### src/rtl/branch_predictor.sv
// branch_predictor: 16-entry direct-mapped branch target buffer with 2-bit
// saturating counters. Lookup is combinational; updates commit at the clock edge.
// Optional statistics counters (stat_updates / stat_mispredicts) are built
// only when the macro BP_STATS_EN is defined.
module branch_predictor (
  input  logic        clk,
  input  logic        rst_n,
  input  logic [31:0] fetch_pc,
  output logic        pred_taken,
  output logic [31:0] pred_target,
  input  logic        upd_valid,
  input  logic [31:0] upd_pc,
  input  logic        upd_taken,
  input  logic [31:0] upd_target,
  input  logic        upd_pred_taken,
  input  logic [31:0] upd_pred_target,
  input  logic        bp_clear,
  output logic        mispredict
`ifdef BP_STATS_EN
  ,
  output logic [31:0] stat_updates,
  output logic [31:0] stat_mispredicts
`endif
);

  localparam int ENTRIES = 16;

  // Saturating increment of a 2-bit counter
  function automatic logic [1:0] ctr_inc(input logic [1:0] c);
    if (c == 2'b11) begin
      return 2'b11;
    end else begin
      return c + 2'b01;
    end
  endfunction

  // Saturating decrement of a 2-bit counter
  function automatic logic [1:0] ctr_dec(input logic [1:0] c);
    if (c == 2'b00) begin
      return 2'b00;
    end else begin
      return c - 2'b01;
    end
  endfunction

  logic        valid_q  [ENTRIES];
  logic        valid_d  [ENTRIES];
  logic [25:0] tag_q    [ENTRIES];
  logic [25:0] tag_d    [ENTRIES];
  logic [31:0] target_q [ENTRIES];
  logic [31:0] target_d [ENTRIES];
  logic [1:0]  ctr_q    [ENTRIES];
  logic [1:0]  ctr_d    [ENTRIES];

  logic [3:0]  fetch_idx_s;
  logic [25:0] fetch_tag_s;
  logic        fetch_hit_s;
  logic [3:0]  upd_idx_s;
  logic [25:0] upd_tag_s;
  logic        upd_hit_s;
  logic        unused_pc_bits_s;

  // Byte offset bits never participate in index or tag
  assign unused_pc_bits_s = ^{fetch_pc[1:0], upd_pc[1:0]};

  assign fetch_idx_s = fetch_pc[5:2];
  assign fetch_tag_s = fetch_pc[31:6];
  assign upd_idx_s   = upd_pc[5:2];
  assign upd_tag_s   = upd_pc[31:6];

  // Zero-latency lookup of the fetch PC against the current table contents
  always_comb begin
    fetch_hit_s = valid_q[fetch_idx_s] && (tag_q[fetch_idx_s] == fetch_tag_s);
    pred_taken  = fetch_hit_s && ctr_q[fetch_idx_s][1];
    if (pred_taken) begin
      pred_target = target_q[fetch_idx_s];
    end else begin
      pred_target = fetch_pc + 32'd4;
    end
  end

  // Compare resolved outcome against the prediction carried down the pipe
  always_comb begin
    upd_hit_s  = valid_q[upd_idx_s] && (tag_q[upd_idx_s] == upd_tag_s);
    mispredict = upd_valid &&
                 ((upd_taken != upd_pred_taken) ||
                  (upd_taken && (upd_target != upd_pred_target)));
  end

  // Next-state of the table: clear wins over update; not-taken misses are ignored
  always_comb begin
    valid_d  = valid_q;
    tag_d    = tag_q;
    target_d = target_q;
    ctr_d    = ctr_q;
    if (bp_clear) begin
      for (int i = 0; i < ENTRIES; i++) begin
        valid_d[i] = 1'b0;
        ctr_d[i]   = 2'b01;
      end
    end else if (upd_valid) begin
      if (upd_hit_s) begin
        if (upd_taken) begin
          ctr_d[upd_idx_s]    = ctr_inc(ctr_q[upd_idx_s]);
          target_d[upd_idx_s] = upd_target;
        end else begin
          ctr_d[upd_idx_s] = ctr_dec(ctr_q[upd_idx_s]);
        end
      end else if (upd_taken) begin
        valid_d[upd_idx_s]  = 1'b1;
        tag_d[upd_idx_s]    = upd_tag_s;
        target_d[upd_idx_s] = upd_target;
        ctr_d[upd_idx_s]    = 2'b10;
      end else begin
        valid_d = valid_q;
      end
    end else begin
      valid_d = valid_q;
    end
  end

  // Table state; reset drops anything pending in the same cycle
  always_ff @(posedge clk or negedge rst_n) begin
    if (!rst_n) begin
      for (int i = 0; i < ENTRIES; i++) begin
        valid_q[i]  <= 1'b0;
        tag_q[i]    <= 26'd0;
        target_q[i] <= 32'd0;
        ctr_q[i]    <= 2'b01;
      end
    end else begin
      valid_q  <= valid_d;
      tag_q    <= tag_d;
      target_q <= target_d;
      ctr_q    <= ctr_d;
    end
  end

`ifdef BP_STATS_EN
  logic [31:0] stat_updates_q;
  logic [31:0] stat_updates_d;
  logic [31:0] stat_mispredicts_q;
  logic [31:0] stat_mispredicts_d;

  // Saturating event counters, independent of bp_clear
  always_comb begin
    stat_updates_d     = stat_updates_q;
    stat_mispredicts_d = stat_mispredicts_q;
    if (upd_valid && (stat_updates_q != 32'hFFFF_FFFF)) begin
      stat_updates_d = stat_updates_q + 32'd1;
    end else begin
      stat_updates_d = stat_updates_q;
    end
    if (mispredict && (stat_mispredicts_q != 32'hFFFF_FFFF)) begin
      stat_mispredicts_d = stat_mispredicts_q + 32'd1;
    end else begin
      stat_mispredicts_d = stat_mispredicts_q;
    end
  end

  // Statistics registers
  always_ff @(posedge clk or negedge rst_n) begin
    if (!rst_n) begin
      stat_updates_q     <= 32'd0;
      stat_mispredicts_q <= 32'd0;
    end else begin
      stat_updates_q     <= stat_updates_d;
      stat_mispredicts_q <= stat_mispredicts_d;
    end
  end

  assign stat_updates     = stat_updates_q;
  assign stat_mispredicts = stat_mispredicts_q;
`endif

endmodule

### config.mk
export PLATFORM = sky130hd
export DESIGN_NAME = branch_predictor
export DESIGN_NICKNAME = d
export VERILOG_FILES = /design/src/rtl/branch_predictor.sv
export SDC_FILE = /design/constraint.sdc
export NUM_CORES = 2
export LEC_CHECK = 0
export BUFFER_PORTS_ARGS = -buffer_cell sky130_fd_sc_hd__buf_2
export CAP_MARGIN = 30
export CELL_PAD_IN_SITES_DETAIL_PLACEMENT = 0
export CELL_PAD_IN_SITES_GLOBAL_PLACEMENT = 1
export CORE_MARGIN = 1
export CORE_UTILIZATION = 54
export DETAILED_ROUTE_END_ITERATION = 16
export GPL_TIMING_DRIVEN = 0
export PLACE_DENSITY = 0.91
export SYNTH_ARGS = -nofsm -noshare
export SYNTH_HDL_FRONTEND = slang
export SYNTH_SLANG_ARGS = --single-unit
### constraint.sdc
create_clock -name clk -period 3.83 [get_ports clk]
set_clock_uncertainty 0.05 [all_clocks]
set_input_delay 0 -clock clk [delete_from_list [all_inputs] [get_ports clk]]
set_output_delay 0 -clock clk [all_outputs]
set_load 0.01 [all_outputs]
==> reports/results.txt <==
RSZ-0062 raised after global routing: true
Die Y: 307.1 um
Worst hold path class: input port to register
Net Sw Power: 0.007581 W
Top post-synthesis cells by area: dfrtp_1, mux2_2, mux4_2
Clock-pin slew on the worst setup and hold paths: 60 ps
Leak pwr: 26.66 nW
Skew-Pair Late Insertion Delay: 720 ps
DRC: 0
Post-route ant nets: 0
Max Root-Sink Buffers: 3
Die area: 0.09430 mm^2
Slew HR: 0.2436
Crit path launch type: input port
Final WS setup: -404.6 ps
Yosys warning total: 0
CP max FO: 10
CTS H-tree depth: 3
First DRT Iteration DRCs: 4499
Int Power: 0.02022 W
Core area: 0.09194 mm^2
Fin crit share: 1.106
IO buf count: 148
CTS tree: done
Sequential fraction of the synthesis area: 0.4863
WP data required: 3780 ps
Sw Ratio: 0.2727
I/O pins: 168
Crit Path Class: input port to primary output
Netlist cell types: 76
TritonRoute pass-1 iters: 9
Pins Over Slew Limit: 0
Root buffer cell: clkbuf_16
Dpl hpwl: 114500 um
Vias after detailed routing: 34.49k
Nets: 3844
Fmax: 236.2 MHz
Sequential Power Share: 0.449
Cell Rows: 111
Initial antenna violation count: 16
Most used DFF post-synth: dfrtp_1
EDFF count, synth: 0
DR vias/cell: 6.841
Combinational share of power: 0.174
Status: finished, violations left
Largest net degree at the start of global routing: 118
Tightest Pin Transition: 1135 ps
Seq cells post-synth: 976
Total grt overflow: 0
Pwr dens: 471.0 mW/mm^2
WL final: 170000 um
Global-route wire length before repair: 246700 um
Final Core Density: 0.6420
Syn Nets: 3451
Initial Util: 0.5467
Commonest non-fill, non-tap cell in the layout: dfrtp_1
Post-synth ARST share: 1.000
Cell taking the most area after synthesis: dfrtp_1
Max_cap viols: 0
WHS: 139.1 ps
Syn Inst Count: 3316
Avg Cell Area, Syn: 15.16 um^2
Max VDD drop: 0.4569 mV
Wire per inst: 33.73 um
Number of global-route vias before repair: 35.47k
Clock sinks: 976
Cts bufs inserted: 104
Syn-to-layout area delta: 17.44%
Clk pwr share: 0.377
Failing checks: setup timing
Final setup vio count: 133
Layout cells sized above 1: 0.5138
GP Congestion: 1.036
Top cell type's share of synthesized area: 0.4779
WP data arrival: 4180 ps
Die Span X: 307.1 um
Post-Syn Area: 0.05026 mm^2
Worst setup EP type: primary output
Highest-count cells in the layout ignoring fill and taps: dfrtp_1, mux2_2, mux4_2
Final Hold Fails: 0
Min cycle time layout: 4235 ps
GRT Overall Usage: 0.3650
[cells in the mapped netlist, types with 23 or more instances]
| master | instances |
|---|---|
| inv_1 | 32 |
| nand2_1 | 43 |
| xnor2_1 | 54 |
| dfrtp_1 | 960 |
| mux4_2 | 361 |
| nor2b_1 | 25 |
| o21ai_0 | 33 |
| nand3_1 | 29 |
| clkbuf_1 | 173 |
| buf_2 | 56 |
| a22oi_1 | 23 |
| xor2_1 | 55 |
| nor2_1 | 36 |
| mux2_4 | 40 |
| buf_1 | 27 |
| a21oi_1 | 32 |
| mux2_2 | 926 |
| mux2i_1 | 104 |
[flip-flops by register name, indices dropped and copies added, names as in the netlist]
register / cells
tag_q: 416
ctr_q: 32
valid_q: 16
target_q: 512
[critical path, cell delays in order]
cell and delay, ps:
buf_2 230, buf_4 300, clkbuf_2 260, buf_8 210
clkbuf_2 250, buf_8 230, clkbuf_1 270, buf_8 230
a211oi_1 110, a21oi_2 440, xnor2_1 180, nand4_1 170
nor4_4 400, buf_6 230, clkbuf_16 190, mux2i_4 290
buf_6 140
[through the flow]
stage / cells / power, W / setup slack, ps / setup TNS (ps) / instance area [um^2]
3_5_place_dp: 4755 / 0.01708 / -1970 / -685110 / 53370
3_3_place_gp: 4707 / 0.01681 / -18390 / - / 52560
4_1_cts: 5024 / 0.02753 / -356.5 / -10080 / 58200
6_report: 5041 / 0.02780 / -404.6 / -15620 / 59030
2_1_floorplan: 3316 / 0.01533 / 304.6 / 0 / 50260
5_1_grt: 5038 / 0.02856 / -356.0 / -10530 / 59020
[kinds of logic (layout without fill, tap and decap cells)]
| group | after synthesis | after routing | synth area share |
|---|---|---|---|
| xor+xnor | 109 | 109 | 0.01899 |
| compound gates | 217 | 217 | 0.03134 |
| flops | 976 | 976 | 0.4863 |
| buf+inv | 332 | 811 | 0.03166 |
| simple gates | 248 | 248 | 0.02915 |
| other cells | 0 | 3 | 0 |
| mux | 1432 | 1432 | 0.4021 |
| fa+ha+maj | 2 | 2 | 0.0004480 |
[metal layers]
| metal | global-route usage | vias to the layer above | share of wire |
|---|---|---|---|
| met5 | 0 | - | 0.00082 |
| met4 | 0.1991 | 20 | 0.059 |
| li1 | - | 13410 | - |
| met1 | 0.4738 | 18110 | 0.37 |
| met3 | 0.1422 | 589 | 0.13 |
| met2 | 0.5279 | 2356 | 0.44 |
[final cells by class]
class,count,area [um^2]
Clock buffer,158,3117
Tap cell,1243,1555
Fill cell,6576,32910
Sequential cell,976,24440
Inverter,34,127.6
Timing Repair Buffer,290,2806
Antenna cell,3,7.507
Multi-Input combinational cell,2008,24730
Clock inverter,34,425.4
Buffer,295,1818
[power groups by stage]
stage          Sequential [W]  Clock [W]  Combinational (W)
2_1_floorplan          0.0123          0            0.00304
3_3_place_gp           0.0125          0            0.00427
3_5_place_dp           0.0126          0            0.00448
4_1_cts                0.0124     0.0105            0.00462
5_1_grt                0.0126     0.0109            0.00505
6_report               0.0125     0.0105            0.00484
[timing repair]
item,in CTS,in global routing
endpoints found under the setup margin,497,373
hold buffers,63,0
gates resized for setup,152,154
cloned,4,3
buffers inserted,13,10
pin swaps,10,20
hold endpoints to repair,1094,0
[worst paths after layout]
path	start	end	slack [ps]	cells past startpoint
min in group asynchronous	rst_n	ctr_q[12]	410	3
worst min register to register	target_q[107]	target_q[107]	450	1
max in group asynchronous	rst_n	tag_q[140]	1630	6
worst max register to register	tag_q[276]	tag_q[150]	-20	12
worst max-delay path	fetch_pc[3]	pred_target[2]	-400	17
worst min-delay path	upd_target[13]	target_q[269]	140	3
No activity file was read; power rests on OpenSTA's default activity.
